### src/rtl/lsu_ctrl.sv
// Load/store sequencer: turns core MemRead/MemWrite into one handshaked bus
// transaction, stalls the core meanwhile, and flags misaligned accesses and bus timeouts.
module lsu_ctrl #(
    parameter int unsigned TIMEOUT = 15
) (
    input  logic        clk,
    input  logic        rst_n,
    input  logic        mem_read_i,
    input  logic        mem_write_i,
    input  logic [2:0]  funct3_i,
    input  logic [31:0] addr_i,
    input  logic [31:0] wdata_i,
    output logic        bus_req_o,
    output logic        bus_we_o,
    output logic [31:0] bus_addr_o,
    output logic [3:0]  bus_be_o,
    output logic [31:0] bus_wdata_o,
    input  logic        bus_ack_i,
    input  logic [31:0] bus_rdata_i,
    output logic        stall_o,
    output logic [31:0] rdata_o,
    output logic        rdata_valid_o,
    output logic        misalign_o,
    output logic        timeout_o
);

    localparam int unsigned CNT_W = $clog2(TIMEOUT + 1);
    localparam logic [CNT_W-1:0] CNT_LAST = CNT_W'(TIMEOUT - 1);

    typedef enum logic [1:0] {
        IDLE = 2'd0,
        REQ  = 2'd1,
        DONE = 2'd2,
        ERR  = 2'd3
    } state_t;

    state_t            r_state;
    logic [CNT_W-1:0]  r_cnt;
    logic              r_bus_req;
    logic              r_bus_we;
    logic [31:0]       r_bus_addr;
    logic [3:0]        r_bus_be;
    logic [31:0]       r_bus_wdata;
    logic [1:0]        r_off;
    logic [2:0]        r_funct3;
    logic [31:0]       r_rdata;
    logic              r_rdata_valid;
    logic              r_misalign;
    logic              r_timeout;

    logic              w_access;
    logic              w_misalign;
    logic [3:0]        w_be;
    logic [31:0]       w_wdata;
    logic [7:0]        w_byte;
    logic [15:0]       w_half;
    logic [31:0]       w_load_ext;

    assign w_access = mem_read_i | mem_write_i;

    // Alignment check, byte enables and store-lane replication for the incoming access
    always_comb begin
        w_misalign = 1'b0;
        w_be       = 4'b1111;
        w_wdata    = wdata_i;
        case (funct3_i[1:0])
            2'b00: begin
                w_be    = 4'b0001 << addr_i[1:0];
                w_wdata = {4{wdata_i[7:0]}};
            end
            2'b01: begin
                w_misalign = addr_i[0];
                w_be       = 4'b0011 << addr_i[1:0];
                w_wdata    = {2{wdata_i[15:0]}};
            end
            2'b10: begin
                w_misalign = |addr_i[1:0];
            end
            default: begin
                w_misalign = 1'b1;
            end
        endcase
    end

    // Lane select and sign/zero extension of the returned read word
    always_comb begin
        w_byte = bus_rdata_i[7:0];
        case (r_off)
            2'd0:    w_byte = bus_rdata_i[7:0];
            2'd1:    w_byte = bus_rdata_i[15:8];
            2'd2:    w_byte = bus_rdata_i[23:16];
            default: w_byte = bus_rdata_i[31:24];
        endcase
        w_half = r_off[1] ? bus_rdata_i[31:16] : bus_rdata_i[15:0];
        case (r_funct3[1:0])
            2'b00:   w_load_ext = {{24{~r_funct3[2] & w_byte[7]}}, w_byte};
            2'b01:   w_load_ext = {{16{~r_funct3[2] & w_half[15]}}, w_half};
            default: w_load_ext = bus_rdata_i;
        endcase
    end

    // Sequencer; pulses default low and are raised only on the cycle a state is entered
    always_ff @(posedge clk or negedge rst_n) begin
        if (!rst_n) begin
            r_state       <= IDLE;
            r_cnt         <= '0;
            r_bus_req     <= 1'b0;
            r_bus_we      <= 1'b0;
            r_bus_addr    <= '0;
            r_bus_be      <= '0;
            r_bus_wdata   <= '0;
            r_off         <= '0;
            r_funct3      <= '0;
            r_rdata       <= '0;
            r_rdata_valid <= 1'b0;
            r_misalign    <= 1'b0;
            r_timeout     <= 1'b0;
        end else begin
            r_rdata_valid <= 1'b0;
            r_misalign    <= 1'b0;
            r_timeout     <= 1'b0;
            case (r_state)
                IDLE: begin
                    if (w_access) begin
                        if (w_misalign) begin
                            r_misalign <= 1'b1;
                            r_state    <= ERR;
                        end else begin
                            r_bus_req   <= 1'b1;
                            r_bus_we    <= mem_write_i;
                            r_bus_addr  <= {addr_i[31:2], 2'b00};
                            r_bus_be    <= w_be;
                            r_bus_wdata <= w_wdata;
                            r_off       <= addr_i[1:0];
                            r_funct3    <= funct3_i;
                            r_cnt       <= '0;
                            r_state     <= REQ;
                        end
                    end
                end
                REQ: begin
                    r_cnt <= r_cnt + CNT_W'(1);
                    if (bus_ack_i) begin
                        r_bus_req <= 1'b0;
                        r_state   <= DONE;
                        if (!r_bus_we) begin
                            r_rdata       <= w_load_ext;
                            r_rdata_valid <= 1'b1;
                        end
                    end else if (r_cnt == CNT_LAST) begin
                        r_bus_req <= 1'b0;
                        r_timeout <= 1'b1;
                        r_state   <= ERR;
                    end
                end
                DONE:    r_state <= IDLE;
                ERR:     r_state <= IDLE;
                default: r_state <= IDLE;
            endcase
        end
    end

    // Stall must fall with reset even while the core still asserts a request
    assign stall_o = rst_n & (((r_state == IDLE) & w_access) | (r_state == REQ));

    assign bus_req_o     = r_bus_req;
    assign bus_we_o      = r_bus_we;
    assign bus_addr_o    = r_bus_addr;
    assign bus_be_o      = r_bus_be;
    assign bus_wdata_o   = r_bus_wdata;
    assign rdata_o       = r_rdata;
    assign rdata_valid_o = r_rdata_valid;
    assign misalign_o    = r_misalign;
    assign timeout_o     = r_timeout;

endmodule

### config.mk
export PLATFORM = sky130hd
export DESIGN_NAME = lsu_ctrl
export DESIGN_NICKNAME = d
export VERILOG_FILES = /design/src/rtl/lsu_ctrl.sv
export SDC_FILE = /design/constraint.sdc
export NUM_CORES = 1
export LEC_CHECK = 0
export CORE_ASPECT_RATIO = 0.7
export CORE_UTILIZATION = 45
export CTS_BUF_LIST = sky130_fd_sc_hd__clkbuf_4
export DETAILED_ROUTE_END_ITERATION = 10
export PLACE_DENSITY = 0.93
export SYNTH_ARGS = -nofsm -noshare
export SYNTH_HDL_FRONTEND = slang
export SYNTH_SLANG_ARGS = --single-unit
### constraint.sdc
create_clock -name clk -period 2.4 [get_ports clk]
set_clock_uncertainty 0.05 [all_clocks]
set_input_delay 0.48 -clock clk [delete_from_list [all_inputs] [get_ports clk]]
set_output_delay 0.48 -clock clk [all_outputs]
set_load 0.01 [all_outputs]
==> results of run 1 <==
cells by family (layout without fill, tap and decap cells):
group	Yosys count	in the layout	synth area share
AND/OR/NAND/NOR	285	285	0.2311
flip-flops	114	114	0.5366
AO/OA/AOI/OAI	96	96	0.1146
buffers and inverters	48	268	0.03954
multiplexers	34	34	0.06778
XOR/XNOR	3	3	0.004943
adder cells (fa/ha/maj)	2	2	0.004706
other	1	2	0.0007054
layer usage:
layer,vias up,global-route usage,share of wire
met5,-,0,0
li1,2377,-,-
met3,34,0.08812,0.092
met4,0,0.09496,0.018
met1,2480,0.3373,0.41
met2,250,0.4643,0.48
area by class of cell:
| type | instances | area, sq um |
|---|---|---|
| Clock inverter | 13 | 191.4 |
| Multi-Input combinational cell | 422 | 2257 |
| Sequential cell | 114 | 2854 |
| Fill cell | 833 | 3342 |
| Inverter | 7 | 26.28 |
| Clock buffer | 18 | 135.1 |
| Timing Repair Buffer | 230 | 2253 |
| Tap cell | 153 | 191.4 |
stage by stage:
stage	cells	hold slack [ns]	TNS, ns	util	setup slack (ns)
after CTS	957	0.01868	0	0.7030	0.1437
after global routing	957	0.04932	0	0.7030	0.06763
after detailed placement	926	0.4124	-0.06688	0.6739	-0.06688
after global placement	926	0.4072	-0.1229	0.6739	-0.1229
after floorplan	584	0.1344	0	-	0.5995
final	957	0.01885	0	0.7030	0.1394
report_power, final:
part | switching, W | internal, W | leakage [nW]
logic | 0.00210 | 0.00224 | 2.09
clock network | 0.000725 | 0.000922 | 0.170
registers | 0.000610 | 0.00278 | 1.43
cell usage in the layout, fill, tap and decap left out, types with 7 or more instances in the layout:
master,count
nor2_1,25
nand2_1,201
mux2i_1,27
o21ai_0,38
nand3_1,26
clkbuf_4,18
buf_4,23
a311oi_1,7
a22oi_1,9
dfrtp_1,113
o31ai_1,7
nor3_1,7
a21oi_1,13
nand3_2,10
clkdlybuf4s50_1,205
worst reg2reg max path: cells and delay by family (launching register included):
family	cells	cell delay (ns)
DFF	1	0.56
and+or+nand+nor	2	0.56
AOI/OAI and AO/OA	2	0.43
buffers and inverters	1	0.25
sequential cells by signal, indices dropped and copies added, names as in the netlist, 2 cells and up:
name,cells
bus_wdata_o,32
rdata_o,32
bus_addr_o,30
bus_be_o,4
r_cnt,4
r_funct3,3
r_off,2
r_state,2
worst min-delay path by stage:
stage / start / endpoint / depth (start not counted)
2_1_floorplan: rst_n / bus_addr_o[10] / 0
3_3_place_gp: bus_addr_o[27] / bus_addr_o[27] / 2
3_5_place_dp: bus_wdata_o[1] / bus_wdata_o[1] / 2
4_1_cts: rst_n / rdata_o[0] / 2
5_1_grt: rst_n / bus_addr_o[25] / 2
6_report: rst_n / bus_addr_o[25] / 2
what timing repair did:
action | CTS | global route
setup endpoints to repair | 1 | 0
hold endpoints to repair | 0 | 0
gates resized for setup | 2 | 0
==> run_results.csv, run 1 <==
group,metric,value,unit
timing,layout_min_cycle_time,2.261,ns
layout,fin_nets,898,
logic_synthesis,yosys_register_bits,114,
logic_synthesis,synth_top_area_cell,"dfrtp_1",
worst_setup_path,reg2reg_to,"rdata_o[4]",
logic_synthesis,synth.top_cells.by_area,"dfrtp_1 (54%), nand2_1 (14%), mux2i_1 (5.1%)",
clock_network,cts_tree,"built",
timing,max_freq,442.4,MHz
worst_setup_path,critPathArrivalTime,1.73,ns
die,rows,32,
place,dp_hpwl,12340,um
clock_network,post_cts_buffers,0,
timing,setup_viol,0,
global_route,antenna_found_initial,0,
timing,slew-limit-headroom,0.3962,
place,place_congestion,0.8807,
clock_network,worst_skew_pair.late_latency,0.50,ns
worst_setup_path,end_kind,"primary output",
worst_setup_path,crit_buf_inv,2,
die,initial_core_util,0.4725,
pwr,p_leak,3.682,nW
place,place_area,7582,sq um
logic_synthesis,synth_edf_count,0,
worst_setup_path,cp.depth,5,
layout,syn2layout_area_growth,48.76,%
global_route,grt_pass1_wl,26230,um
clock_network,cts-root-buf,"clkbuf_4",
clock_network,cts.sinks,114,
timing,drv_slew,0,
status,status,"finished clean",
worst_setup_path,startpoint_type,"input port",
worst_setup_path,r2r_slack,0.46,ns
global_route,grt_usage,0.2764,
timing,rsz0062_at_grt,"false",
worst_setup_path,critPathTopFamily,"buffers and inverters",
layout,drive_above_1_share,0.09204,
worst_hold_path,min_path_type,"input port to asynchronous set/reset pin",
worst_setup_path,crit_start,"mem_write_i",
clock_network,cts_max_path_buffers,2,
logic_synthesis,netlist_instances,583,
routing,drc_errors,0,
place,port_buffers,207,
die,fp.dieH,92.94,um
timing,tightest_slew,0.9024,ns
worst_setup_path,slowest_stage,"clkdlybuf4s50_1",
routing,viasPerCell,5.372,
logic_synthesis,synth_top_area_share,0.5366,
job,cap_violations,0,
layout,fin_area,7909,sq um
worst_setup_path,crit_path_end,"stall_o",
logic_synthesis,ys_types,46,
worst_setup_path,critPathRequiredTime,1.87,ns
layout,diodes,0,
die,core_area,11250,sq um
logic_synthesis,synth_area,5316,sq um
clock_network,hold_buffers,0,
worst_setup_path,reg2regPathDepth,5,
routing,drt_pass1_iterations,5,
logic_synthesis,yosysMostFrequentCell,"nand2_1",
routing,drt_iter0_markers,306,
clock_network,htree_levels,4,
pwr,power.density,1185,nW/um^2
pwr,peakVddDrop,0.6223,mV
routing,drtAntennaViolNets,0,
logic_synthesis,ys_warn_count,0,
logic_synthesis,synth_top_cells_by_count,"nand2_1 (201), dfrtp_1 (114), o21ai_0 (38)",
routing,routedWlPerCell,17.03,um
logic_synthesis,syn_area_per_cell,9.119,sq um
worst_setup_path,r2r-start,"r_funct3[0]",
logic_synthesis,synth_seq_area_share,0.5366,
logic_synthesis,async_flop_share,1.000,
worst_setup_path,worst-setup-path-type,"input port to primary output",
routing,postRouteWirelength,16300,um
pwr,p_total,0.009373,W
die,die_area,12260,sq um
die,ios,210,
worst_setup_path,crit_fanout,2,
clock_network,cts_inserted_buffers,17,
worst_setup_path,max_stage_delay,0.42,ns
timing,hold_viol,0,
global_route,grt_max_degree,78,
global_route,grt.overflow.total,0,
global_route,grt_pass1_vias,5219,
routing,vias,5141,
clock_network,path_clk_slew,0.10,ns
worst_setup_path,cp_cell_sequence,"clkdlybuf4s50_1 -> or2_2 -> nor2_1 -> nor3b_1 -> dlygate4sd2_1",
logic_synthesis,synth_ff_type,"dfrtp_1",
die,die_width,131.9,um
timing,period_share,0.9419,
(Power assumes the default switching activity.)
==> run 2: changes to the inputs <==
--- a/config.mk
+++ b/config.mk
@@ -9,6 +9,7 @@
 export CORE_UTILIZATION = 45
 export CTS_BUF_LIST = sky130_fd_sc_hd__clkbuf_4
 export DETAILED_ROUTE_END_ITERATION = 10
+export HOLD_SLACK_MARGIN = 0.1
 export PLACE_DENSITY = 0.93
 export SYNTH_ARGS = -nofsm -noshare
 export SYNTH_HDL_FRONTEND = slang
==> run_results.csv, run 2 (synthesis results as in run 1) <==
group,metric,value,unit
routing,vias,5148,
job,cap_violations,0,
pwr,p_total,0.009370,W
die,fp.dieH,92.94,um
routing,routedWlPerCell,17.02,um
routing,drt_pass1_iterations,5,
pwr,power_switching,0.003429,W
global_route,grt_pass1_vias,5222,
layout,layout_commonest_cell,"clkdlybuf4s50_1",
status,status,"finished clean",
clock_network,cts.sinks,114,
pwr,p_seq_frac,0.362,
worst_setup_path,worst-setup-path-type,"input port to primary output",
die,rows,32,
timing,period_share,0.9419,
clock_network,cts_max_path_buffers,2,
global_route,grt_usage,0.2764,
worst_setup_path,r2r_slack,0.44,ns
worst_hold_path,min_path_type,"flop to flop",
layout,fin_nets,899,
timing,setup_viol,0,
global_route,grt_pass1_wl,26220,um
die,die_width,131.9,um
timing,slew-limit-headroom,0.4024,
timing,hold_viol,0,
clock_network,worst_skew_pair.late_latency,0.50,ns
pwr,p_int,0.005941,W
clock_network,path_clk_slew,0.10,ns
clock_network,htree_levels,4,
die,die_area,12260,sq um
routing,viasPerCell,5.374,
global_route,grt_max_degree,78,
routing,drtAntennaViolNets,0,
worst_setup_path,crit_fanout,2,
die,initial_core_util,0.4725,
place,dp_hpwl,12340,um
layout,syn2layout_area_growth,48.95,%
worst_setup_path,end_kind,"primary output",
die,core_area,11250,sq um
timing,rsz0062_at_grt,"false",
layout,post-route-util,0.7038,
place,place_congestion,0.8807,
pwr,peakVddDrop,0.6222,mV
timing,max_freq,442.4,MHz
timing,tightest_slew,0.8932,ns
pwr,p_leak,3.686,nW
worst_setup_path,startpoint_type,"input port",
global_route,antenna_found_initial,0,
pwr,p_comb_frac,0.462,
die,ios,210,
routing,postRouteWirelength,16310,um
pwr,power.density,1183,nW/um^2
worst_setup_path,critPathArrivalTime,1.73,ns
pwr,clkPwrFrac,0.176,
clock_network,cts-root-buf,"clkbuf_4",
layout,drive_above_1_share,0.09193,
worst_setup_path,critPathRequiredTime,1.87,ns
timing,layout_min_cycle_time,2.260,ns
routing,drc_errors,0,
layout,diodes,0,
clock_network,cts_inserted_buffers,17,
place,port_buffers,207,
layout,mostFrequentLayoutCells,"clkdlybuf4s50_1 (205), nand2_1 (201), dfrtp_1 (113)",
pwr,p_sw_frac,0.3660,
timing,drv_slew,0,
routing,drt_iter0_markers,283,
clock_network,cts_tree,"built",
global_route,grt.overflow.total,0,
run 2: cell count changes in the layout (fill, tap and decap cells not counted), sizes merged:
cell         change
dlygate4sd3      +1
run 2: area by class of cell:
type / count / area [sq um]
Timing Repair Buffer: 231 / 2263
Inverter: 7 / 26.28
Sequential cell: 114 / 2854
Tap cell: 153 / 191.4
Clock inverter: 13 / 191.4
Multi-Input combinational cell: 422 / 2257
Fill cell: 832 / 3332
Clock buffer: 18 / 135.1
run 2: routing by layer:
metal / vias to the layer above / GRT usage / wire (um)
met5: - / 0 / 0
met4: 0 / 0.09981 / 296
met3: 28 / 0.08867 / 1557
met2: 255 / 0.4625 / 7861
met1: 2488 / 0.3366 / 6594
li1: 2377 / - / -
run 2: path summary, 6_finish.rpt:
kind,start,end,cells after the start
max reg2reg,r_funct3[0],rdata_o[4],5
max in group asynchronous,rst_n,r_state[0],3
min reg2reg,bus_wdata_o[1],bus_wdata_o[1],2
min in group asynchronous,rst_n,bus_addr_o[25],3
max,mem_write_i,stall_o,5
min,bus_wdata_o[1],bus_wdata_o[1],2
run 2: power by group through the flow:
stage	Clock (W)	Combinational, W	Sequential [W]
after floorplan	0	0.00166	0.00366
after global placement	0	0.00415	0.00335
after detailed placement	0	0.00432	0.00341
after CTS	0.00167	0.00434	0.00339
after global routing	0.00175	0.00471	0.00350
final	0.00164	0.00433	0.00339
run 2: repair_timing:
item / 4_1_cts / 5_1_grt
hold buffers: 1 / 0
setup endpoints to repair: 1 / 0
hold endpoints to repair: 49 / 0
setup buffers: 0 / 0
gates resized for setup: 2 / 0
run 2: per-stage QoR:
stage / cells / hold slack, ns / worst slack, ns / setup TNS (ns) / area, sq um
after detailed placement: 926 / 0.4124 / -0.06688 / -0.06688 / 7582
after CTS: 958 / 0.4110 / 0.1437 / 0 / 7919
after floorplan: 584 / 0.1344 / 0.5995 / 0 / 5320
final: 958 / 0.4320 / 0.1395 / 0 / 7919
after global routing: 958 / 0.4432 / 0.06763 / 0 / 7919
after global placement: 926 / 0.4072 / -0.1229 / -0.1229 / 7582
run 2: worst max-delay path: stages:
cell and delay, ns:
clkdlybuf4s50_1 0.42, or2_2 0.33, nor2_1 0.14, nor3b_1 0.07
dlygate4sd2_1 0.30
